## config.mk

```make
export PLATFORM = sky130hd
export DESIGN_NAME = glyph_scan_flat
export DESIGN_NICKNAME = d
export VERILOG_FILES = /design/src/rtl/glyph_pkg.sv /design/src/rtl/glyph_scan_if.sv /design/src/rtl/glyph_seg_dec.sv /design/src/rtl/glyph_scan.sv /design/src/flat_wrapper.sv
export SDC_FILE = /design/constraint.sdc
export NUM_CORES = 1
export LEC_CHECK = 0
export CORE_UTILIZATION = 55
export CTS_CLUSTER_DIAMETER = 120
export DETAILED_ROUTE_END_ITERATION = 10
export PLACE_DENSITY = 0.78
export SLEW_MARGIN = 20
export SYNTH_ARGS = -nofsm -noshare
export SYNTH_HDL_FRONTEND = slang
export SYNTH_SLANG_ARGS = --single-unit
export TNS_END_PERCENT = 10
```

## constraint.sdc

```tcl
create_clock -name clk -period 3.2 [get_ports clk]
set_input_delay 0.8 -clock clk [delete_from_list [all_inputs] [get_ports clk]]
set_output_delay 0.8 -clock clk [all_outputs]
set_load 0.005 [all_outputs]
```

## src/rtl/glyph_pkg.sv

```systemverilog
// Glyph codes shared by the text-selection logic and the display driver,
// plus the code-to-segment lookup used by the seven-segment decoder.
package glyph_pkg;

    localparam int unsigned GLYPH_W = 5;
    localparam int unsigned SEG_W   = 7;
    localparam int unsigned DIGITS  = 4;
    localparam int unsigned WORD_W  = GLYPH_W * DIGITS;

    localparam logic [GLYPH_W-1:0] GLYPH_0          = 5'd0;
    localparam logic [GLYPH_W-1:0] GLYPH_1          = 5'd1;
    localparam logic [GLYPH_W-1:0] GLYPH_2          = 5'd2;
    localparam logic [GLYPH_W-1:0] GLYPH_3          = 5'd3;
    localparam logic [GLYPH_W-1:0] GLYPH_4          = 5'd4;
    localparam logic [GLYPH_W-1:0] GLYPH_5          = 5'd5;
    localparam logic [GLYPH_W-1:0] GLYPH_6          = 5'd6;
    localparam logic [GLYPH_W-1:0] GLYPH_7          = 5'd7;
    localparam logic [GLYPH_W-1:0] GLYPH_8          = 5'd8;
    localparam logic [GLYPH_W-1:0] GLYPH_9          = 5'd9;
    localparam logic [GLYPH_W-1:0] GLYPH_A          = 5'd10;
    localparam logic [GLYPH_W-1:0] GLYPH_B          = 5'd11;
    localparam logic [GLYPH_W-1:0] GLYPH_C          = 5'd12;
    localparam logic [GLYPH_W-1:0] GLYPH_D          = 5'd13;
    localparam logic [GLYPH_W-1:0] GLYPH_E          = 5'd14;
    localparam logic [GLYPH_W-1:0] GLYPH_F          = 5'd15;
    localparam logic [GLYPH_W-1:0] GLYPH_H          = 5'd16;
    localparam logic [GLYPH_W-1:0] GLYPH_L          = 5'd17;
    localparam logic [GLYPH_W-1:0] GLYPH_N          = 5'd18;
    localparam logic [GLYPH_W-1:0] GLYPH_O          = 5'd19;
    localparam logic [GLYPH_W-1:0] GLYPH_P          = 5'd20;
    localparam logic [GLYPH_W-1:0] GLYPH_R          = 5'd21;
    localparam logic [GLYPH_W-1:0] GLYPH_T          = 5'd22;
    localparam logic [GLYPH_W-1:0] GLYPH_U          = 5'd23;
    localparam logic [GLYPH_W-1:0] GLYPH_Y          = 5'd24;
    localparam logic [GLYPH_W-1:0] GLYPH_DASH       = 5'd25;
    localparam logic [GLYPH_W-1:0] GLYPH_UNDERSCORE = 5'd26;
    localparam logic [GLYPH_W-1:0] GLYPH_BLANK      = 5'd31;

    localparam logic [SEG_W-1:0] SEG_BLANK = 7'h7F;

    // Active-low {g,f,e,d,c,b,a}; codes 27..30 are unassigned and stay dark.
    function automatic logic [SEG_W-1:0] glyph_seg(input logic [GLYPH_W-1:0] code);
        logic [SEG_W-1:0] s;
        s = SEG_BLANK;
        case (code)
            GLYPH_0:          s = 7'h40;
            GLYPH_1:          s = 7'h79;
            GLYPH_2:          s = 7'h24;
            GLYPH_3:          s = 7'h30;
            GLYPH_4:          s = 7'h19;
            GLYPH_5:          s = 7'h12;
            GLYPH_6:          s = 7'h02;
            GLYPH_7:          s = 7'h78;
            GLYPH_8:          s = 7'h00;
            GLYPH_9:          s = 7'h10;
            GLYPH_A:          s = 7'h08;
            GLYPH_B:          s = 7'h03;
            GLYPH_C:          s = 7'h46;
            GLYPH_D:          s = 7'h21;
            GLYPH_E:          s = 7'h06;
            GLYPH_F:          s = 7'h0E;
            GLYPH_H:          s = 7'h09;
            GLYPH_L:          s = 7'h47;
            GLYPH_N:          s = 7'h2B;
            GLYPH_O:          s = 7'h23;
            GLYPH_P:          s = 7'h0C;
            GLYPH_R:          s = 7'h2F;
            GLYPH_T:          s = 7'h07;
            GLYPH_U:          s = 7'h41;
            GLYPH_Y:          s = 7'h11;
            GLYPH_DASH:       s = 7'h3F;
            GLYPH_UNDERSCORE: s = 7'h77;
            default:          s = SEG_BLANK;
        endcase
        return s;
    endfunction

endpackage

```

## src/rtl/glyph_scan_if.sv

```systemverilog
// Glyph word input and display-pin bundle between the text logic (master)
// and the scanning display driver (slave).
interface glyph_scan_if;
    import glyph_pkg::*;

    logic [WORD_W-1:0] glyph_word;
    logic              load;
    logic              blink_en;
    logic [DIGITS-1:0] an;
    logic [SEG_W-1:0]  seg;
    logic              frame_done;
    logic              pending;

    modport master (
        output glyph_word, load, blink_en,
        input  an, seg, frame_done, pending
    );

    modport slave (
        input  glyph_word, load, blink_en,
        output an, seg, frame_done, pending
    );

endinterface

```

## src/rtl/glyph_seg_dec.sv

```systemverilog
// Combinational 5-bit glyph code to active-low seven-segment decoder.
module glyph_seg_dec
    import glyph_pkg::*;
(
    input  logic [GLYPH_W-1:0] code,
    output logic [SEG_W-1:0]   seg
);

    assign seg = glyph_seg(code);

endmodule

```

## src/rtl/glyph_scan.sv

```systemverilog
// Four-digit common-anode scan driver: round-robin digit slots, frame-aligned
// word updates so the display never tears, and optional whole-display blink.
module glyph_scan
    import glyph_pkg::*;
#(
    parameter int unsigned SCAN_DIV     = 100000,
    parameter int unsigned BLINK_FRAMES = 64
) (
    input  logic         clk,
    input  logic         rst_n,
    glyph_scan_if.slave  bus
);

    localparam int unsigned TICK_W  = $clog2(SCAN_DIV);
    localparam int unsigned BLINK_W = (BLINK_FRAMES > 1) ? $clog2(BLINK_FRAMES) : 1;
    localparam logic [WORD_W-1:0] WORD_BLANK = '1;

    logic [TICK_W-1:0]  tick_q, tick_d;
    logic [1:0]         idx_q, idx_d;
    logic [WORD_W-1:0]  pend_word_q, pend_word_d;
    logic               pend_flag_q, pend_flag_d;
    logic [WORD_W-1:0]  act_word_q, act_word_d;
    logic [BLINK_W-1:0] blink_cnt_q, blink_cnt_d;
    logic               blink_phase_q, blink_phase_d;
    logic [DIGITS-1:0]  an_q, an_d;
    logic [SEG_W-1:0]   seg_q, seg_d;
    logic               frame_done_q, frame_done_d;

    logic               tick_wrap;
    logic               boundary;
    logic [GLYPH_W-1:0] slot_code;
    logic [SEG_W-1:0]   dec_seg;

    always_comb begin
        slot_code = GLYPH_BLANK;
        case (idx_q)
            2'd0:    slot_code = act_word_q[19:15];
            2'd1:    slot_code = act_word_q[14:10];
            2'd2:    slot_code = act_word_q[9:5];
            default: slot_code = act_word_q[4:0];
        endcase
    end

    glyph_seg_dec u_dec (
        .code (slot_code),
        .seg  (dec_seg)
    );

    always_comb begin
        tick_wrap     = (tick_q == TICK_W'(SCAN_DIV - 1));
        boundary      = tick_wrap && (idx_q == 2'd3);

        tick_d        = tick_wrap ? '0 : tick_q + TICK_W'(1);
        idx_d         = idx_q;
        pend_word_d   = pend_word_q;
        pend_flag_d   = pend_flag_q;
        act_word_d    = act_word_q;
        blink_cnt_d   = blink_cnt_q;
        blink_phase_d = blink_phase_q;
        frame_done_d  = boundary;

        if (tick_wrap) begin
            idx_d = idx_q + 2'd1;
        end

        if (bus.load) begin
            pend_word_d = bus.glyph_word;
            pend_flag_d = 1'b1;
        end

        // A load landing on the boundary cycle stays pending for the next frame.
        if (boundary) begin
            if (pend_flag_q) begin
                act_word_d = pend_word_q;
            end
            if (!bus.load) begin
                pend_flag_d = 1'b0;
            end
            if (blink_cnt_q == BLINK_W'(BLINK_FRAMES - 1)) begin
                blink_cnt_d   = '0;
                blink_phase_d = ~blink_phase_q;
            end else begin
                blink_cnt_d = blink_cnt_q + BLINK_W'(1);
            end
        end

        // First tick of each slot keeps all anodes off to avoid ghosting.
        an_d  = (tick_q == '0) ? 4'b1111 : ~(4'b1000 >> idx_q);
        seg_d = (bus.blink_en && blink_phase_q) ? SEG_BLANK : dec_seg;
    end

    always_ff @(posedge clk) begin
        if (!rst_n) begin
            tick_q        <= '0;
            idx_q         <= '0;
            pend_word_q   <= WORD_BLANK;
            pend_flag_q   <= 1'b0;
            act_word_q    <= WORD_BLANK;
            blink_cnt_q   <= '0;
            blink_phase_q <= 1'b0;
            an_q          <= 4'b1111;
            seg_q         <= SEG_BLANK;
            frame_done_q  <= 1'b0;
        end else begin
            tick_q        <= tick_d;
            idx_q         <= idx_d;
            pend_word_q   <= pend_word_d;
            pend_flag_q   <= pend_flag_d;
            act_word_q    <= act_word_d;
            blink_cnt_q   <= blink_cnt_d;
            blink_phase_q <= blink_phase_d;
            an_q          <= an_d;
            seg_q         <= seg_d;
            frame_done_q  <= frame_done_d;
        end
    end

    assign bus.an         = an_q;
    assign bus.seg        = seg_q;
    assign bus.frame_done = frame_done_q;
    assign bus.pending    = pend_flag_q;

endmodule

```

## src/flat_wrapper.sv

```systemverilog
// flat-port wrapper written by rule: the top's interface ports become plain ports
module glyph_scan_flat import glyph_pkg::*;
#(
    parameter int unsigned SCAN_DIV     = 100000,
    parameter int unsigned BLINK_FRAMES = 64
)
  (clk, rst_n, bus_glyph_word, bus_load, bus_blink_en, bus_an, bus_seg, bus_frame_done, bus_pending);
  glyph_scan_if bus_i ();
  input  logic clk;
  input  logic rst_n;
  input wire logic [$bits(bus_i.glyph_word)-1:0] bus_glyph_word;
  input wire logic [$bits(bus_i.load)-1:0] bus_load;
  input wire logic [$bits(bus_i.blink_en)-1:0] bus_blink_en;
  output wire logic [$bits(bus_i.an)-1:0] bus_an;
  output wire logic [$bits(bus_i.seg)-1:0] bus_seg;
  output wire logic [$bits(bus_i.frame_done)-1:0] bus_frame_done;
  output wire logic [$bits(bus_i.pending)-1:0] bus_pending;
  assign bus_i.glyph_word = bus_glyph_word;
  assign bus_i.load = bus_load;
  assign bus_i.blink_en = bus_blink_en;
  assign bus_an = bus_i.an;
  assign bus_seg = bus_i.seg;
  assign bus_frame_done = bus_i.frame_done;
  assign bus_pending = bus_i.pending;
  glyph_scan #(.SCAN_DIV(SCAN_DIV), .BLINK_FRAMES(BLINK_FRAMES)) u_core (.clk(clk), .rst_n(rst_n), .bus(bus_i));
endmodule
```

## After elaboration in Yosys (flattened, before gate mapping)

Memory sizes are Yosys's and may differ from the RTL's. A register that Yosys moved wholly into a read port is not among the register bits.
Index checks and enable logic that the tools add are counted.

- Memories kept: 1
- Output and inout port bits: 13
- Memory bits (read-only): 224
- Logic and storage cells: 36
- Flip-flop bits (word level): 72
- Input bits: 24

- Add/sub/neg operators: 3
- Equality and inequality tests: 5
- Reductions and logical operators: 9
- Multiplexer cells: 5
- Bitwise logic cells: 3
- Shift-type cells: 1

Memory list:

| name | depth | width | rd ports | clocked after memory_dff | write ports | RTL line | source |
|---|---|---|---|---|---|---|---|
| (name not given) | 32 | 7 | 1 | 1 | 0 | glyph_pkg.sv:45 | `case (code)` |

Operators by type and width:

| cell | number |
|---|---|
| adder 17 x 1 -> 17 bit, second input constant | 1 |
| == test 17 bit, second input constant | 1 |
| zero test 17 bit | 1 |
| case mux 5 bit (3 select lines) | 1 |
| adder 6 x 1 -> 6 bit, second input constant | 1 |
| == test 6 bit, second input constant | 1 |
| two-way mux 6 bit | 1 |
| OR reduction 2 bit | 3 |
| == test 2 bit, second input constant | 2 |
| inverter 4 bit | 1 |
| AND reduction 2 bit | 2 |
| right shift 4 x 2 -> 4 bit, first input constant | 1 |
| two-way mux 1 bit | 3 |
| adder 2 x 1 -> 2 bit, second input constant | 1 |
| == test 2 x 1 -> 1 bit, second input constant | 1 |
| logical AND 1 bit | 2 |
| zero test 2 bit | 1 |
| inverter 1 bit | 2 |

## Depth between registers and ports, before layout

- Depth after elaboration: 3
- Mapped depth: 9
- Mapped depth without buffers: 9

## Modules after synthesis

From an unflattened synthesis, not the netlist that was laid out.

- Cells, all modules: 417
- Area, all modules: 3,753.6 sq um

Modules (own cells, without submodules):

| module | area each (sq um) | sequential area each (sq um) | cells each | instances |
|---|---|---|---|---|
| glyph_scan | 3,318.2 | 1,581.5 | 358 | 1 |
| glyph_seg_dec | 435.4 | 0.0 | 59 | 1 |

## Worst setup path after synthesis

OpenSTA, ideal clock, no wires.

- Path kind: reg-to-reg
- Start: register u_core.idx_q[1]
- End: register u_core.seg_q[3], in the netlist u_core.bus.seg[3]
- Setup slack: 0.874 ns
- Data arrival time: 2.196 ns
- Cell stages (with the launch flop): 10
- Buffers on the path: 0
- Period minus slack after synthesis: 2.326 ns
- Setup time: 0.130 ns
- Data required time: 3.070 ns
- Cell sequence: dfxtp_1 > inv_1 > ha_1 > a222oi_1 > mux2_2 > inv_1 > ha_1 > mux4_2 > nand2_1 > nand3_1

- Longest elaborated chain between the ends: 2
- Elaborated cells on any way between the ends: 4
- Those cells by class: eq/ne (2); mux (1); reduce/logical (1)

Ends and longest elaborated chain:

| item | RTL line | source |
|---|---|---|
| start: declaration | glyph_scan.sv:19 | `logic [1:0] idx_q, idx_d;` |
| start signal: assignment | glyph_scan.sv:106 | `idx_q <= idx_d;` |
| == test 2 bit (tied with other cells) | glyph_scan.sv:36 | `case (idx_q)` |
| case mux 5 bit (3 select lines) (*) | glyph_scan.sv:36 |  |
| end: declaration | glyph_scan.sv:26 | `logic [SEG_W-1:0] seg_q, seg_d;` |

Mark *: on every way between the ends. The rest lies on a longest branch, timed or not.
A chain may end at the register's enable or synchronous reset.

## Worst setup path after layout

Same ends and word-level chain as after synthesis.

==> metrics.yaml <==
clock_network:
  post_cts_buffers: 0
  clock_latency_ns: 0.35
  clk_pin_slew_ns: 0.08
  hold_buffers: 0
  cts_resized: 0
  cts-buffers-inserted: 9
  clockRootBuffer: "clkbuf_8"
  htreeDepth: 3
  numClockSinks: 79
  clockBufferDepth: 2
  cts_tree: "yes"
floorplan:
  die_w_um: 82.7
  start_util_pct: 56.8
  dieHeight_um: 82.7
  core_um2: 6310
  pin_count: 37
  rows: 29
  design.die.area_um2: 6840
synthesis:
  yosysUniqueCellTypes: 51
  synthArstFlopShare_pct: 0
  synth_area_um2: 3580
  syn_nets: 418
  synth_sequential_area_ratio_pct: 44.1
  synth_edf_count: 0
  synth_warnings: 0
  synthCells: 380
  syn_area_per_cell_um2: 9.43
  ys_ff_latch: 79
  yosys_most_used_dff: "dfxtp_1"
layout:
  multi_input_area_um2: 1860
  layout-drive-gt1-share_pct: 7.88
  num_antenna_cells: 0
  area_growth_pct: 17.3
  seq_area_um2: 1580
  fin_area_um2: 4200
  n_fill_cell: 532
  num-nets-final: 452
hold_path:
  whs_endpoint: "u_core.blink_cnt_q[4]$_SDFFE_PN0P_"
  worstHoldPathType: "reg -> reg"
  hp-start: "u_core.blink_cnt_q[4]$_SDFFE_PN0P_"
  hold_depth: 2
power_and_ir_drop:
  peakVddDrop_uv: 324
  combPwrFrac_pct: 5.0
  cellInternalPower_mw: 1.50
  switching_share_pct: 21.6
  p_sw_uw: 412
  p_total_mw: 1.91
  clkPwrFrac_pct: 41.8
  p_leak_nw: 1.80
  p_per_area_nw_per_um2: 454
  p_seq_share_pct: 53.2
global_routing:
  antenna_found_initial: 0
  grt_pass1_vias: 2494
  grt_start_max_net_pins: 42
  grt_use_total_pct: 22.4
  grt-ovfl-total: 0
  grt_pass1_wl_um: 11400
sta:
  post-route-period-util_pct: 83.1
  rsz0062_at_grt: "no"
  setup_ws_ns: 0.540
  fin_skew_ns: 0.00784
  max_freq_mhz: 376
  hold_viol: 0
  min_period_ns: 2.66
  slew_violations: 0
  setup_viol_count_final: 0
  worstMarginPinSlew_ns: 0.921
  fin_tns_setup_ns: 0
  relSlewSlack_pct: 36.8
run_status:
  status: "complete, no violations"
placement:
  dp_slack_ns: 0.559
  gp_congestion: 0.894
  post-dp-hpwl_um: 4870
  placed_cell_area_um2: 3990
  io_buffers: 36
critical_path:
  critPathCaptureType: "register"
  worstSetupPathType: "reg -> reg"
  rrSetupSlack_ns: 0.54
  crit_required_ns: 3.42
  r2r-end: "u_core.bus.seg[3]$_SDFF_PP1_"
  critPathArrivalTime_ns: 2.88
  r2r_start: "u_core.idx_q[1]$_SDFFE_PN0P_"
  worst-r2r-cell-count: 9
  cp_max_fo: 6
  startpoint_type: "register"
detailed_routing:
  drt_iter0_drc: 167
  routedWlPerCell_um: 13.9
  drc_errors: 0
  first_pass_iters: 4
  via_per_inst: 5.53
  routed_wirelength_um: 6910
  vias: 2742
  ant_nets: 0
job:
  cap_viol_max_count: 0
[layer usage]
layer	global-route usage [%]	vias up	part of all wire, %
met4	7.76	0	1.7
met5	0	-	0
li1	-	1399	-
met2	34.4	61	47
met1	29.4	1272	48
met3	7.36	10	3.8
[power groups by stage]
| stage | logic (mW) | registers, mW | clock network, mW |
|---|---|---|---|
| finish | 0.0957 | 1.02 | 0.798 |
| global route | 0.107 | 1.02 | 0.859 |
| CTS | 0.0970 | 1.02 | 0.813 |
| detailed placement | 0.0968 | 1.04 | 0 |
| global placement | 0.0946 | 1.04 | 0 |
| floorplan | 0.0571 | 1.03 | 0 |
[cell families after synthesis]
logic type / after synthesis / synth area share [%]
muxes: 53 / 15.5
AOI/OAI and AO/OA: 46 / 8.45
xor gates and xnor gates: 17 / 4.15
adders and majority gates: 14 / 4.89
buffers and inverters: 32 / 3.84
and+or+nand+nor: 139 / 19.1
DFF: 79 / 44.1
[layout by cell type (no fill, tap or decap), types with 2 or more instances in the layout]
master and n:
nor4_1 2, clkdlybuf4s50_1 36, and2_1 2, nor3_1 6, and3_1 3, nand2b_1 2
or3_1 3, mux2_2 5, o221ai_1 2, nand2_1 61, a22oi_1 4, xnor2_1 5
a222oi_1 3, and4_1 2, clkbuf_1 2, dfxtp_1 79, bufinv_16 2, clkinv_4 2
ha_1 14, a21oi_1 18, o22ai_1 2, inv_1 14, a31oi_1 3, nand3_1 14
nor4_4 2, buf_4 4, mux2i_1 45, xor2_1 12, nor2_1 28, nand4_1 6
o211ai_1 2, o21ai_0 5, clkbuf_8 9
[how the worst max path moves through the flow]
stage | slack, ns | cells after the start | from | endpoint
2_1_floorplan | 0.87 | 9 | u_core.idx_q[1]$_SDFFE_PN0P_ | u_core.bus.seg[3]$_SDFF_PP1_
3_3_place_gp | 0.68 | 4 | rst_n | u_core.bus.seg[6]$_SDFF_PP1_
3_5_place_dp | 0.56 | 9 | u_core.idx_q[1]$_SDFFE_PN0P_ | u_core.bus.seg[3]$_SDFF_PP1_
4_1_cts | 0.51 | 9 | u_core.idx_q[1]$_SDFFE_PN0P_ | u_core.bus.seg[3]$_SDFF_PP1_
5_1_grt | 0.35 | 9 | u_core.idx_q[1]$_SDFFE_PN0P_ | u_core.bus.seg[3]$_SDFF_PP1_
6_report | 0.54 | 9 | u_core.idx_q[1]$_SDFFE_PN0P_ | u_core.bus.seg[3]$_SDFF_PP1_
[final cells by class]
class	instances	area share, %
timing repair buffer	40	9.29
clock buffer	11	3.13
tap	77	2.29
clock inverter	5	1.96
multi-input combinational	269	44.4
inverter	15	1.34
sequential	79	37.6
[metrics by stage]
step           cells  hold slack, ns  utilization [%]
3_3_place_gp     480           0.456             63.2
6_report         496           0.472             66.6
4_1_cts          496           0.470             66.6
3_5_place_dp     480           0.460             63.2
5_1_grt          496           0.503             66.6
2_1_floorplan    380           0.432                -
[sequential cells by signal, indices dropped and copies added, names as in the netlist]
register and count:
u_core.bus.pending 1, u_core.tick_q 17, u_core.bus.an 4, u_core.bus.seg 7, u_core.pend_word_q 20, u_core.bus.frame_done 1
u_core.idx_q 2, u_core.blink_cnt_q 6, u_core.act_word_q 20, u_core.blink_phase_q 1
[cells in the mapped netlist (3+ instances only)]
master | n | area share [%]
dfxtp_1 | 79 | 44
nand2_1 | 61 | 6.4
mux2i_1 | 45 | 13
nor2_1 | 28 | 2.9
a21oi_1 | 18 | 2.5
ha_1 | 14 | 4.9
inv_1 | 14 | 1.5
nand3_1 | 14 | 2.0
xor2_1 | 12 | 2.9
clkbuf_1 | 7 | 0.73
nand4_1 | 6 | 1.0
nor3_1 | 6 | 0.84
buf_2 | 5 | 0.70
mux2_2 | 5 | 1.6
o21ai_0 | 5 | 0.70
xnor2_1 | 5 | 1.2
a22oi_1 | 4 | 0.84
a222oi_1 | 3 | 0.84
a31oi_1 | 3 | 0.52
and3_1 | 3 | 0.52
buf_1 | 3 | 0.31
or3_1 | 3 | 0.52
[critical path: stages, from the launching register on]
cell and delay [ns]:
dfxtp_1 0.43, inv_1 0.09, ha_1 0.27, a222oi_1 0.49
mux2_2 0.32, inv_1 0.08, ha_1 0.28, mux4_2 0.44
nand2_1 0.08, nand3_1 0.05
No activity file was read; power rests on OpenSTA's default activity.
